--- src/rtl/exec_unit_pkg.sv ---
// Shared definitions for the execute stage: op codes, FSM state encoding
// and the multi-cycle op classifier.
package exec_unit_pkg;

  localparam logic [3:0] OP_ADD  = 4'd0;
  localparam logic [3:0] OP_SUB  = 4'd1;
  localparam logic [3:0] OP_AND  = 4'd2;
  localparam logic [3:0] OP_OR   = 4'd3;
  localparam logic [3:0] OP_XOR  = 4'd4;
  localparam logic [3:0] OP_SLT  = 4'd5;
  localparam logic [3:0] OP_SLL  = 4'd6;
  localparam logic [3:0] OP_SRL  = 4'd7;
  localparam logic [3:0] OP_MUL  = 4'd8;
  localparam logic [3:0] OP_DIVU = 4'd9;
  localparam logic [3:0] OP_REMU = 4'd10;

  typedef enum logic [1:0] {
    S_IDLE = 2'd0,
    S_ITER = 2'd1,
    S_WB   = 2'd2
  } state_t;

  function automatic logic is_multicycle(input logic [3:0] op);
    return (op == OP_MUL) || (op == OP_DIVU) || (op == OP_REMU);
  endfunction

endpackage

--- src/rtl/exec_iter_muldiv.sv ---
// Iterative MUL / DIVU / REMU datapath: shift-add multiply and restoring
// divide, one bit per step, B steps. Ports: load/op/opa/opb in, step
// advances one iteration, result/valid out (valid on the final step).
module exec_iter_muldiv
  import exec_unit_pkg::*;
#(
  parameter int B = 32
) (
  input  logic         clk,
  input  logic         rst_n,
  input  logic         load,
  input  logic [3:0]   op,
  input  logic [B-1:0] opa,
  input  logic [B-1:0] opb,
  input  logic         step,
  output logic [B-1:0] result,
  output logic         valid
);

  localparam int CW = $clog2(B);

  logic [CW-1:0] cnt;
  logic [3:0]    op_q;
  // a: accumulator (MUL) or partial remainder (DIV)
  // d: shifting multiplicand (MUL) or divisor (DIV)
  // q: shifting multiplier (MUL) or dividend/quotient (DIV)
  logic [B-1:0]  a_q, d_q, q_q;
  logic [B-1:0]  a_n, d_n, q_n;
  logic [B:0]    rem_sh;
  logic          ge;

  always_comb begin
    a_n    = a_q;
    d_n    = d_q;
    q_n    = q_q;
    rem_sh = {a_q, q_q[B-1]};
    ge     = rem_sh >= {1'b0, d_q};
    if (op_q == OP_MUL) begin
      a_n = a_q + (q_q[0] ? d_q : '0);
      d_n = d_q << 1;
      q_n = q_q >> 1;
    end else begin
      // rem_sh < 2*divisor keeps the difference within B bits;
      // a zero divisor always "fits", giving all-ones / dividend.
      a_n = ge ? rem_sh[B-1:0] - d_q : rem_sh[B-1:0];
      q_n = {q_q[B-2:0], ge};
    end
  end

  always_ff @(posedge clk or negedge rst_n) begin
    if (!rst_n) begin
      cnt  <= '0;
      op_q <= '0;
      a_q  <= '0;
      d_q  <= '0;
      q_q  <= '0;
    end else if (load) begin
      cnt  <= CW'(B - 1);
      op_q <= op;
      a_q  <= '0;
      d_q  <= (op == OP_MUL) ? opa : opb;
      q_q  <= (op == OP_MUL) ? opb : opa;
    end else if (step) begin
      a_q <= a_n;
      d_q <= d_n;
      q_q <= q_n;
      if (cnt != '0) cnt <= cnt - CW'(1);
    end
  end

  // Result reflects the step being taken this cycle.
  assign result = (op_q == OP_DIVU) ? q_n : a_n;
  assign valid  = step && (cnt == '0);

endmodule

--- src/rtl/exec_unit.sv ---
// Execute stage: single-cycle ALU plus iterative MUL/DIVU/REMU, driving
// the register-file write port. Ports: start/op/rs1_data/rs2_data/rd_addr
// in; busy/done and wb_en/wb_addr/wb_data out.
module exec_unit
  import exec_unit_pkg::*;
#(
  parameter int B = 32,
  parameter int N = 5
) (
  input  logic         clk,
  input  logic         rst_n,
  input  logic         start,
  input  logic [3:0]   op,
  input  logic [B-1:0] rs1_data,
  input  logic [B-1:0] rs2_data,
  input  logic [N-1:0] rd_addr,
  output logic         busy,
  output logic         done,
  output logic         wb_en,
  output logic [N-1:0] wb_addr,
  output logic [B-1:0] wb_data
);

  localparam int SW = $clog2(B);

  state_t        state, state_n;
  logic          accept;
  logic          multi;
  logic [B-1:0]  alu_y;
  logic [SW-1:0] shamt;
  logic [B-1:0]  it_result;
  logic          it_valid;

  assign accept = start && (state == S_IDLE);
  assign multi  = is_multicycle(op);
  assign shamt  = rs2_data[SW-1:0];

  always_comb begin
    alu_y = '0;
    unique case (op)
      OP_ADD:  alu_y = rs1_data + rs2_data;
      OP_SUB:  alu_y = rs1_data - rs2_data;
      OP_AND:  alu_y = rs1_data & rs2_data;
      OP_OR:   alu_y = rs1_data | rs2_data;
      OP_XOR:  alu_y = rs1_data ^ rs2_data;
      OP_SLT:  alu_y = B'($signed(rs1_data) < $signed(rs2_data));
      OP_SLL:  alu_y = rs1_data << shamt;
      OP_SRL:  alu_y = rs1_data >> shamt;
      default: alu_y = '0;
    endcase
  end

  exec_iter_muldiv #(.B(B)) u_iter (
    .clk    (clk),
    .rst_n  (rst_n),
    .load   (accept && multi),
    .op     (op),
    .opa    (rs1_data),
    .opb    (rs2_data),
    .step   (state == S_ITER),
    .result (it_result),
    .valid  (it_valid)
  );

  always_comb begin
    state_n = state;
    case (state)
      S_IDLE:  if (accept) state_n = multi ? S_ITER : S_WB;
      S_ITER:  if (it_valid) state_n = S_WB;
      S_WB:    state_n = S_IDLE;
      default: state_n = S_IDLE;
    endcase
  end

  always_ff @(posedge clk or negedge rst_n) begin
    if (!rst_n) begin
      state   <= S_IDLE;
      wb_addr <= '0;
      wb_data <= '0;
    end else begin
      state <= state_n;
      if (accept) wb_addr <= rd_addr;
      if (accept && !multi) wb_data <= alu_y;
      else if ((state == S_ITER) && it_valid) wb_data <= it_result;
    end
  end

  assign busy  = (state != S_IDLE);
  assign done  = (state == S_WB);
  assign wb_en = (state == S_WB) && (wb_addr != '0);

endmodule

--- config.mk ---
export PLATFORM = sky130hd
export DESIGN_NAME = exec_unit
export DESIGN_NICKNAME = d
export VERILOG_FILES = /design/src/rtl/exec_unit_pkg.sv /design/src/rtl/exec_iter_muldiv.sv /design/src/rtl/exec_unit.sv
export SDC_FILE = /design/constraint.sdc
export NUM_CORES = 1
export LEC_CHECK = 0
export ABC_CLOCK_PERIOD_IN_PS = 3350
export CAP_MARGIN = 10
export CORE_UTILIZATION = 40
export CTS_CLUSTER_DIAMETER = 30
export CTS_CLUSTER_SIZE = 16
export DETAILED_ROUTE_END_ITERATION = 16
export MAX_ROUTING_LAYER = met4
export SETUP_SLACK_MARGIN = 0.15
export SLEW_MARGIN = 5
export SYNTH_ARGS = -nofsm -noshare
export SYNTH_HDL_FRONTEND = slang
export SYNTH_SLANG_ARGS = --single-unit
--- constraint.sdc ---
create_clock -name clk -period 3.35 [get_ports clk]
set_input_delay 0.67 -clock clk [delete_from_list [all_inputs] [get_ports clk]]
set_output_delay 0.67 -clock clk [all_outputs]
set_load 0.03 [all_outputs]
# [Yosys cells after proc, flatten, opt, wreduce, memory -nomap -nowiden]
# Cells that the tools add are included.
[totals] reg_bits=144 in_bits=76 output_inout_bits=40 elab_cells=82
[classes] addsub=5 n_lt_le_gt_ge=2 n_eq_ne=16 shift=2 n_mux=24 bitwise_logic=3 reduce_logical=22
[op_table] cell="2-to-1 mux 32 bit" n=16
[op_table] cell="case mux 32 bit (8 select lines)" n=1
[op_table] cell="adder 32 bit" n=2
[op_table] cell="subtractor 32 bit" n=2
[op_table] cell="greater-or-equal comparator 33 x 32 -> 1 bit" n=1
[op_table] cell="AND 32 bit" n=1
[op_table] cell="< comparator 32 bit" n=1
[op_table] cell="bitwise OR 32 bit" n=1
[op_table] cell="<< shifter 32 x 5 -> 32 bit" n=1
[op_table] cell=">> shifter 32 x 5 -> 32 bit" n=1
[op_table] cell="bitwise XOR 32 bit" n=1
[op_table] cell="== test 4 bit, second input constant" n=5
[op_table] cell="== test 4 x 3 -> 1 bit, second input constant" n=4
[op_table] cell="2-to-1 mux 5 bit" n=3
[op_table] cell="nonzero test 2 bit" n=5
[op_table] cell="nonzero test 5 bit" n=2
[op_table] cell="== test 4 x 2 -> 1 bit, second input constant" n=2
[op_table] cell="logical AND 1 bit" n=6
[op_table] cell="2-to-1 mux 2 bit" n=3
[op_table] cell="AND reduction 2 bit" n=3
[op_table] cell="zero test 5 bit" n=1
[op_table] cell="subtractor 5 x 1 -> 5 bit, second input constant" n=1
[op_table] cell="== test 4 x 1 -> 1 bit, second input constant" n=1
[op_table] cell="zero test 4 bit" n=1
[op_table] cell="7 further kinds" n=9

# [Depth between registers and ports, before layout]
# Gate-level depths: netlist of run 1.
[logic_depth] ltp_word=6 mapped_depth=15 depth_no_buf=13

# [Hierarchy]
# From an unflattened synthesis of run 1, not the netlist that was laid out.
[unflattened] cells_unflattened=2934 hier_area_um2=20717.4
[modules_own_cells] module="exec_iter_muldiv" n_inst=1 cells_per_inst=1487 area_per_inst_um2=10513.8 seq_area_each_um2=2627.5
[modules_own_cells] module="exec_unit" n_inst=1 cells_per_inst=1447 area_per_inst_um2=10203.5 seq_area_each_um2=975.9

# [Worst setup path before layout of run 1]
# OpenSTA, ideal clock, no wires.
[synth_timing] path_kind="input to register" from="in rs2_data[2]" to="reg wb_data[27]" setup_time_ns=0.133 arrival_ns=4.080 t_required_ns=3.217 setup_slack_ns=-0.864 stages=15 path_buffers=4 cell_sequence="buf_2 -> clkinv_1 -> buf_2 -> buf_2 -> buf_1 -> ha_1 -> o211ai_1 -> o211ai_1 -> a32o_1 -> a211oi_1 -> o21ai_0 -> a211o_1 -> a21o_1 -> a22oi_1 -> o211ai_1"
[synth_between] elab_chain_len=3 word_cells_on_any_way=6 cone_classes="add/sub: 2; shift: 2; mux: 2"
[synth_rtl] element="from (decl)" line_no="exec_unit.sv:15" rtl="input logic [B-1:0] rs2_data,"
[synth_rtl] element="subtractor 32 bit (tied with other cells)" line_no="exec_unit.sv:42" rtl="OP_SUB: alu_y = rs1_data - rs2_data;"
[synth_rtl] element="case mux 32 bit (8 select lines) *" line_no="exec_unit.sv:40" rtl="unique case (op)"
[synth_rtl] element="2-to-1 mux 32 bit *" line_no="exec_unit.sv:83" rtl="if (accept && !multi) wb_data <= alu_y;"
[synth_rtl] element="to (signal assigned)" line_no="exec_unit.sv:83"
[synth_rtl] element="to (signal assigned)" line_no="exec_unit.sv:84" rtl="else if ((state == S_ITER) && it_valid) wb_data <= it_result;"
[synth_rtl] element="to (decl)" line_no="exec_unit.sv:21" rtl="output logic [B-1:0] wb_data"
# Every way passes the cells marked *; elsewhere a longest branch is shown, timed or not.
# A chain may end at the register's enable or synchronous reset.

# [Final worst setup path of run 1]
[layout_timing] from="reg u_iter.q_q[0]" to="reg wb_data[24]"
[layout_between] elab_chain_len=6
[layout_rtl] element="from (decl)" line_no="exec_iter_muldiv.sv:27" rtl="logic [B-1:0] a_q, d_q, q_q;"
[layout_rtl] element="from (signal assigned)" line_no="exec_iter_muldiv.sv:62" rtl="q_q <= (op == OP_MUL) ? opb : opa;"
[layout_rtl] element="from (signal assigned)" line_no="exec_iter_muldiv.sv:66" rtl="q_q <= q_n;"
[layout_rtl] element="2-to-1 mux 32 bit" line_no="exec_iter_muldiv.sv:39" rtl="a_n = a_q + (q_q[0] ? d_q : '0);"
[layout_rtl] element="adder 32 bit" line_no="exec_iter_muldiv.sv:39"
[layout_rtl] element="2-to-1 mux 32 bit" line_no="exec_iter_muldiv.sv:38" rtl="if (op_q == OP_MUL) begin"
[layout_rtl] element="2-to-1 mux 32 bit" line_no="exec_iter_muldiv.sv:72" rtl="assign result = (op_q == OP_DIVU) ? q_n : a_n;"
[layout_rtl] element="2-to-1 mux 32 bit" line_no="exec_unit.sv:84"
[layout_rtl] element="2-to-1 mux 32 bit" line_no="exec_unit.sv:83"
# Every way passes these cells. The select of a mux whose other input is x is not followed.

==> impl_metrics.csv, run 1 <==
group,metric,value,unit
floorplan,core_area,50400,um2
timing,max_slew_margin,41.5,%
power,swShare,50.3,%
detailed_routing,drt-initial-drc-count,3241,
timing,finalCriticalPeriod,3.46,ns
power,pwr-share-clk,9.1,%
cells_and_area,syn_to_final_growth,53.6,%
yosys,syn-num-nets,3032,
power,powerDensity,757,nW/um2
grt,grt.total_usage,45.6,%
yosys,ys_ff_latch,144,
critical_path,critPathLaunchType,"flip-flop",
status,status,"finished with violations",
floorplan,initial_core_util,40.8,%
yosys,synth_area,20500,um2
power,p_comb_share,77.0,%
status,violations,"negative setup slack",
timing,holdWs,0.253,ns
cts,cts_buffers,17,
critical_path,cp.arrival,3.80,ns
run,maxCapViolations,0,
cells_and_area,mostFrequentLayoutCells,"buf_4, nor2_1, a21oi_1",
timing,grt_setup_unrepaired,"true",
yosys,netlist_instances,2773,
detailed_routing,via_per_inst,6.30,
power,switchingPower,12.0,mW
cts,numClockSinks,144,
cells_and_area,final_layout_size_suffix_gt1_share,36.4,%
cts,clk_path_buf_depth,2,
critical_path,crit_required,3.69,ns
yosys,yosys.area.top_type_share,17.5,%
grt,grt_max_degree,77,
cells_and_area,multi_input_area,17200,um2
power,intPower,11.9,mW
power,leakage,14.5,nW
yosys,synth-compound-area-share,31.6,%
timing,finalSetupTns,-0.443,ns
timing,finClkSkew,0.0149,ns
floorplan,die_h,229,um
hold_path,hp-class,"input pin to async pin",
place,port_buffers,115,
detailed_routing,ant_nets,0,
cells_and_area,mostFrequentLayoutCell,"buf_4",
yosys,synthArstFlopShare,100,%
yosys,avgSynthCellArea,7.41,um2
detailed_routing,routed_wl,120000,um
yosys,synth_top_family_by_area,"compound AO/OA/AOI/OAI gates",
power,peakVddDrop,0.728,mV
detailed_routing,drc_errors,0,
yosys,netlist-cell-type-count,99,
cells_and_area,fin_nets,3910,
yosys,synth-simple-area-share,19.8,%
critical_path,critPathKind,"flip-flop to flip-flop",
critical_path,crit_fanout,6,
floorplan,num_io_pins,116,
floorplan,die_area,52300,um2
yosys,synth.yosys.seq_area_share,17.5,%
grt,grt_pass1_wl,172000,um
floorplan,die_x,229,um
cells_and_area,n_fill_cell,4464,
detailed_routing,drt_first_pass_iters,7,
grt,overflow,0,
grt,grt_pass1_vias,26400,
yosys,yosys_warnings,0,
timing,worst_slack,-0.108,ns
timing,finalHoldViolations,0,
cts,cts_tree,"built",
yosys,synth_xor_area_share,2.56,%
timing,period_share,103,%
cts,path_clk_slew,0.07,ns
yosys,yosysTopAreaCell,"dfrtp_1",
cts,hold_buffers,0,
cts,clk_latency,0.48,ns
place,hpwl,95100,um
grt,antenna_found_initial,2,
cts,clock-root-buffer,"clkbuf_16",
detailed_routing,wire_per_inst,27.7,um
yosys,synth_enable_flop_cells,0,
cells_and_area,regArea,3610,um2
yosys,synth_adder_area_share,11.3,%
yosys,yosys_most_used_dff,"dfrtp_1",
timing,drv_slew,0,
critical_path,cp-end-kind,"flip-flop",
yosys,muxShareOfSynthArea,10.5,%
yosys,yosys-top-cells-area,"dfrtp_1, ha_1, a21oi_1",
power,seq_power_share,13.9,%
timing,fmax,0.289,GHz
cts,h-tree-depth,4,
timing,setup_viol,9,
floorplan,rows,82,
timing,worst_pin_slew,0.878,ns
detailed_routing,vias,27300,
place,place.gp.congestion,1.08,
worst max-delay path, cell delays in order, from the launching register on:
cell       delay (ns)
dfrtp_2          0.48
buf_4            0.18
and2_1           0.15
ha_1             0.24
a2111oi_4        0.39
o21ai_2          0.19
a221oi_2         0.28
buf_4            0.19
buf_6            0.11
a21o_1           0.17
o31ai_2          0.08
a21oi_2          0.18
xnor2_1          0.10
o211ai_1         0.44
a21oi_1          0.13
final cells by class:
cell class | count | share of cell area [%]
inverters | 146 | 1.80
well taps | 672 | 2.66
clock inverters | 15 | 0.710
repair buffers | 1052 | 27.5
diodes | 1 | 0.00793
clock buffers | 17 | 1.35
multi-input cells | 2290 | 54.5
flip-flops and latches | 144 | 11.4
cell families after synthesis:
kind of cell / after synthesis
buf+inv: 340
mux: 172
flops: 144
fa+ha+maj: 183
xor+xnor: 60
simple gates: 886
compound gates: 988
power by group through the flow:
| stage | combinational (mW) | sequential (mW) | clock (mW) |
|---|---|---|---|
| after floorplan | 8.27 | 3.34 | 0 |
| after global placement | 15.5 | 3.22 | 0 |
| after detailed placement | 15.8 | 3.24 | 0 |
| after CTS | 16.7 | 3.23 | 2.18 |
| after global routing | 19.4 | 3.35 | 2.25 |
| final | 18.4 | 3.32 | 2.18 |
sequential cells by signal, indices dropped and copies added, names as in the netlist:
| signal | count |
|---|---|
| wb_addr | 5 |
| u_iter.d_q | 32 |
| u_iter.q_q | 32 |
| u_iter.op_q | 4 |
| u_iter.cnt | 5 |
| wb_data | 32 |
| u_iter.a_q | 32 |
| state | 2 |
cell usage after synthesis, types with 9 or more instances:
master and number:
o31ai_1 20, a31oi_1 27, o21ai_1 18, and3_1 12, xor2_1 17, a21o_1 34
and2_1 43, a211o_1 13, nand4_1 18, nor2b_1 23, mux2_2 35, o221ai_1 22
clkbuf_1 141, mux2i_1 101, nand3_1 79, o21bai_1 18, o21ai_0 190, a211oi_1 58
a22oi_1 26, a21oi_1 292, or3_1 17, xnor2_1 43, dfrtp_1 144, nand2b_1 25
o211ai_1 57, ha_1 179, o22ai_1 23, o21a_1 19, inv_1 141, mux4_2 31
buf_2 31, a221oi_1 49, a31o_2 9, nor2_1 294, buf_1 14, nor3_1 85
nand2_1 241
per-layer routing:
layer / global-route usage, % / routed length [um]
met1: 56.3 / 47600
met2: 67.7 / 51600
met3: 9.07 / 11200
met4: 28.9 / 9700
met5: - / 0
final timing paths:
path	startpoint	endpoint	slack [ns]	cells after the start
max reg2reg	u_iter.q_q[0]	wb_data[24]	-0.11	14
min	rst_n	u_iter.q_q[29]	0.25	1
min in group clk	u_iter.op_q[1]	u_iter.op_q[1]	0.49	2
max	u_iter.q_q[0]	wb_data[24]	-0.11	14
min reg2reg	u_iter.op_q[1]	u_iter.op_q[1]	0.49	2
max in group asynchronous	rst_n	u_iter.d_q[28]	2.32	2
through the flow:
stage	utilization [%]	cell area [um2]	setup WS, ns	power (mW)	instances
finish	62.7	31600	-0.108	23.9	4337
global route	62.7	31600	-0.144	25.0	4337
CTS	60.7	30600	-0.0270	22.1	4313
detailed placement	57.4	28900	-0.840	19.1	4249
global placement	57.4	28900	-0.811	18.7	4249
floorplan	-	20800	-0.0853	11.6	2773
timing repair:
action                                  CTS  global route
buffers inserted                         31            22
endpoints found under the setup margin   59            57
pin swaps                                65            86
gates resized for setup                 170           187
gates cloned                              1             1
(Power assumes the default switching activity.)
==> inputs of run 2 (changes only) <==
--- a/config.mk
+++ b/config.mk
@@ -7,11 +7,12 @@
 export LEC_CHECK = 0
 export ABC_CLOCK_PERIOD_IN_PS = 3350
 export CAP_MARGIN = 10
-export CORE_UTILIZATION = 40
+export CORE_UTILIZATION = 57
 export CTS_CLUSTER_DIAMETER = 30
 export CTS_CLUSTER_SIZE = 16
 export DETAILED_ROUTE_END_ITERATION = 16
 export MAX_ROUTING_LAYER = met4
+export PLACE_DENSITY = 0.8
 export SETUP_SLACK_MARGIN = 0.15
 export SLEW_MARGIN = 5
 export SYNTH_ARGS = -nofsm -noshare
==> run 2 against run 1 <==
  * The run now fails in global routing (5_1_grt)
  * Synthesized area unchanged
  * Synthesized cell count is the same
==> impl_metrics.csv, run 2 <==
group,metric,value,unit
yosys,yosys_warnings,0,
grt,grt.total_usage,76.8,%
place,place.gp.congestion,1.37,
yosys,synth_commonest_cells,"nor2_1, a21oi_1, nand2_1, o21ai_0, ha_1",
timing,grt-worst-endpoint,"wb_data[27]$_DFFE_PN0P_/D",
place,port_buffers,115,
cts,cts_buffers,17,
cts,hold_buffers,0,
cts,clock-root-buffer,"clkbuf_16",
yosys,netlist-cell-type-count,99,
yosys,ys_ff_latch,144,
place,hpwl,76300,um
grt,grt_max_degree,66,
status,failed_stage,"global routing (5_1_grt)",
grt,overflow,25,
yosys,synth.yosys.seq_area_share,17.5,%
floorplan,die_h,192,um
yosys,yosys_most_used_dff,"dfrtp_1",
yosys,netlist_instances,2773,
floorplan,rows,69,
cts,h-tree-depth,4,
floorplan,num_io_pins,116,
cts,numClockSinks,144,
status,firstError,"[ERROR GRT-0232] Routing congestion too high. Check the congestion heatmap in the GUI.",
yosys,synth_area,20500,um2
yosys,avgSynthCellArea,7.41,um2
floorplan,initial_core_util,57.9,%
yosys,synthArstFlopShare,100,%
yosys,synth_enable_flop_cells,0,
status,status,"aborted with a tool error",
timing,worst-ep-kind,"register data pin",
yosys,yosysTopAreaCell,"dfrtp_1",
floorplan,die_x,192,um
yosys,syn-num-nets,3032,
yosys,yosys-top-cells-area,"dfrtp_1, ha_1, a21oi_1",
yosys,yosys.area.top_type_share,17.5,%
yosys,yosysMostFrequentCell,"nor2_1",
cts,clk_path_buf_depth,2,
run 2: metal layers:
metal | track usage, % | overflow
met3 | 65.0 | 0
met1 | 76.5 | 0
met4 | 72.7 | 11
met2 | 88.2 | 14
met5 | - | -
run 2: timing repair:
action / in CTS
setup buffers: 38
resized for setup: 186
cloned: 0
pin swaps: 68
setup endpoints to repair: 53
hold endpoints to repair: 0
run 2: per-stage QoR:
stage          utilization (%)  setup TNS (ns)  cell area, um2  instances  worst slack [ns]
3_3_place_gp              74.5          -14.64           26400       3757            -0.711
2_1_floorplan                -          -0.207           20800       2773           -0.0853
3_5_place_dp              74.5          -17.03           26400       3757            -0.798
4_1_cts                   79.1               0           28100       3826            0.0980
run 2: kinds of logic after synthesis:
group	share of synthesized area (%)
AO/OA/AOI/OAI	31.6
XOR/XNOR	2.56
buffers and inverters	6.60
AND/OR/NAND/NOR	19.8
flip-flops	17.5
adder cells (fa/ha/maj)	11.3
multiplexers	10.5
==> inputs of run 3 (changes only) <==
==> config.mk (replaced) <==
export PLATFORM = sky130hd
export DESIGN_NAME = exec_unit
export DESIGN_NICKNAME = d
export VERILOG_FILES = /design/src/rtl/exec_unit_pkg.sv /design/src/rtl/exec_iter_muldiv.sv /design/src/rtl/exec_unit.sv
export SDC_FILE = /design/constraint.sdc
export NUM_CORES = 1
export LEC_CHECK = 0
export ABC_CLOCK_PERIOD_IN_PS = 4360
export CAP_MARGIN = 10
export CORE_UTILIZATION = 40
export DETAILED_ROUTE_END_ITERATION = 16
export PLACE_DENSITY_LB_ADDON = 0.15
export SLEW_MARGIN = 5
export SYNTH_ARGS = -nofsm -noshare
export SYNTH_HDL_FRONTEND = slang
export SYNTH_SLANG_ARGS = --single-unit
==> constraint.sdc (replaced) <==
create_clock -name clk -period 4.36 [get_ports clk]
set_input_delay 0.872 -clock clk [delete_from_list [all_inputs] [get_ports clk]]
set_output_delay 0.872 -clock clk [all_outputs]
set_load 0.03 [all_outputs]
==> run 3 against run 2 <==
  * The flow now finishes without violations
==> impl_metrics.csv, run 3 (synthesis gave the netlist of run 1 again) <==
group,metric,value,unit
cts,clk_latency,0.46,ns
place,hpwl,82300,um
grt,grt_max_degree,90,
floorplan,die_x,229,um
timing,finalCriticalPeriod,4.24,ns
critical_path,critPathLaunchType,"input pin",
cts,numClockSinks,144,
detailed_routing,drt-initial-drc-count,2879,
timing,period_share,97.3,%
grt,met2_usage,58.7,%
cts,ctsResizeCount,0,
cells_and_area,syn_to_final_growth,19.9,%
power,totalPowerFinal,14.1,mW
cts,hold_buffers,0,
grt,grt_pass1_wl,151000,um
hold_path,hp-class,"input pin to async pin",
floorplan,core_area,50400,um2
critical_path,r2r_slack,0.24,ns
floorplan,die_area,52300,um2
cells_and_area,mostFrequentLayoutCells,"nor2_1, a21oi_1, buf_4",
grt,globalRouteMet1Util,50.2,%
timing,max_slew_margin,23.5,%
grt,grt_pass1_vias,22600,
timing,setup_viol,0,
detailed_routing,via_per_inst,6.45,
timing,fmax,0.236,GHz
cts,cts_buffers,17,
place,port_buffers,115,
detailed_routing,ant_nets,0,
critical_path,crit_fanout,3,
floorplan,rows,82,
grt,antenna_found_initial,2,
critical_path,cp-end-kind,"flip-flop",
cts,cts_tree,"built",
timing,worst_pin_slew,1.14,ns
cts,cts_setup_buffers,0,
floorplan,num_io_pins,116,
cells_and_area,fin_nets,3251,
cts,clk_path_buf_depth,2,
grt,grt.met3_usage,7.80,%
grt,grt-busiest-layer,"met2",
critical_path,cp.arrival,4.57,ns
floorplan,initial_core_util,40.8,%
timing,grt_setup_unrepaired,"false",
detailed_routing,drc_errors,0,
critical_path,critPathKind,"input pin to flip-flop",
run,maxCapViolations,0,
detailed_routing,vias,23700,
cells_and_area,final_layout_size_suffix_gt1_share,14.4,%
timing,finalHoldViolations,0,
detailed_routing,routed_wl,103000,um
power,peakVddDrop,0.413,mV
timing,finClkSkew,0.0145,ns
grt,overflow,0,
detailed_routing,drt_first_pass_iters,8,
power,powerDensity,572,nW/um2
cts,path_clk_slew,0.07,ns
status,status,"finished clean",
critical_path,crit_required,4.69,ns
timing,drv_slew,0,
cells_and_area,mostFrequentLayoutCell,"nor2_1",
detailed_routing,wire_per_inst,28.1,um
grt,grt.total_usage,38.7,%
cells_and_area,fin_util,48.9,%
place,place.gp.congestion,1.01,
cts,clock-root-buffer,"clkbuf_16",
cts,h-tree-depth,4,
floorplan,die_h,229,um
power,leakage,10.7,nW
timing,finalSetupTns,0,ns
## run 3: layout make-up
class	instances	area [um2]
diodes	1	2.50
well taps	672	841
clock buffers	19	433
fillers	5097	25700
clock inverters	13	155
multi-input cells	2289	15700
inverters	146	548
repair buffers	394	3380
flip-flops and latches	144	3600
## run 3: power by group
part | switching, mW | internal, mW
combinational | 6.13 | 3.81
sequential | 0.731 | 1.89
clock | 0.687 | 0.855
## run 3: worst paths after layout
path,start,to,cells past startpoint
max,rs2_data[6],wb_data[15],15
min,rst_n,wb_data[16],1
max reg2reg,u_iter.q_q[0],wb_data[25],11
min reg2reg,u_iter.op_q[3],u_iter.op_q[3],1
max in group asynchronous,rst_n,u_iter.d_q[8],2
min in group clk,u_iter.op_q[3],u_iter.op_q[3],1
## run 3: worst max-delay path, stage by stage
cell	delay, ns
clkdlybuf4s50_1	0.49
inv_1	0.07
ha_1	0.29
or3_1	0.42
or4_1	0.44
a21oi_1	0.29
buf_4	0.18
nor2b_1	0.06
o31a_1	0.27
buf_4	0.14
o21ai_1	0.17
a21oi_1	0.09
nor3_1	0.49
buf_4	0.22
o311ai_1	0.08
## run 3: routing by layer
layer,wire [um],vias up,share of wire [%]
met5,13,-,0.013
met4,7440,2,7.2
met3,8650,221,8.4
met2,44200,1214,43
met1,42900,11600,42
li1,-,10700,-
## run 3: through the flow
step | area [um2] | hold WS (ns) | setup slack [ns] | cells
final | 24600 | 0.418 | 0.119 | 3678
after global routing | 24600 | 0.451 | 0.0391 | 3677
after CTS | 24600 | 0.425 | 0.305 | 3677
after detailed placement | 24100 | 0.463 | -0.149 | 3645
after global placement | 24100 | 0.442 | -0.0920 | 3645
after floorplan | 20600 | 0.425 | 0.117 | 2773
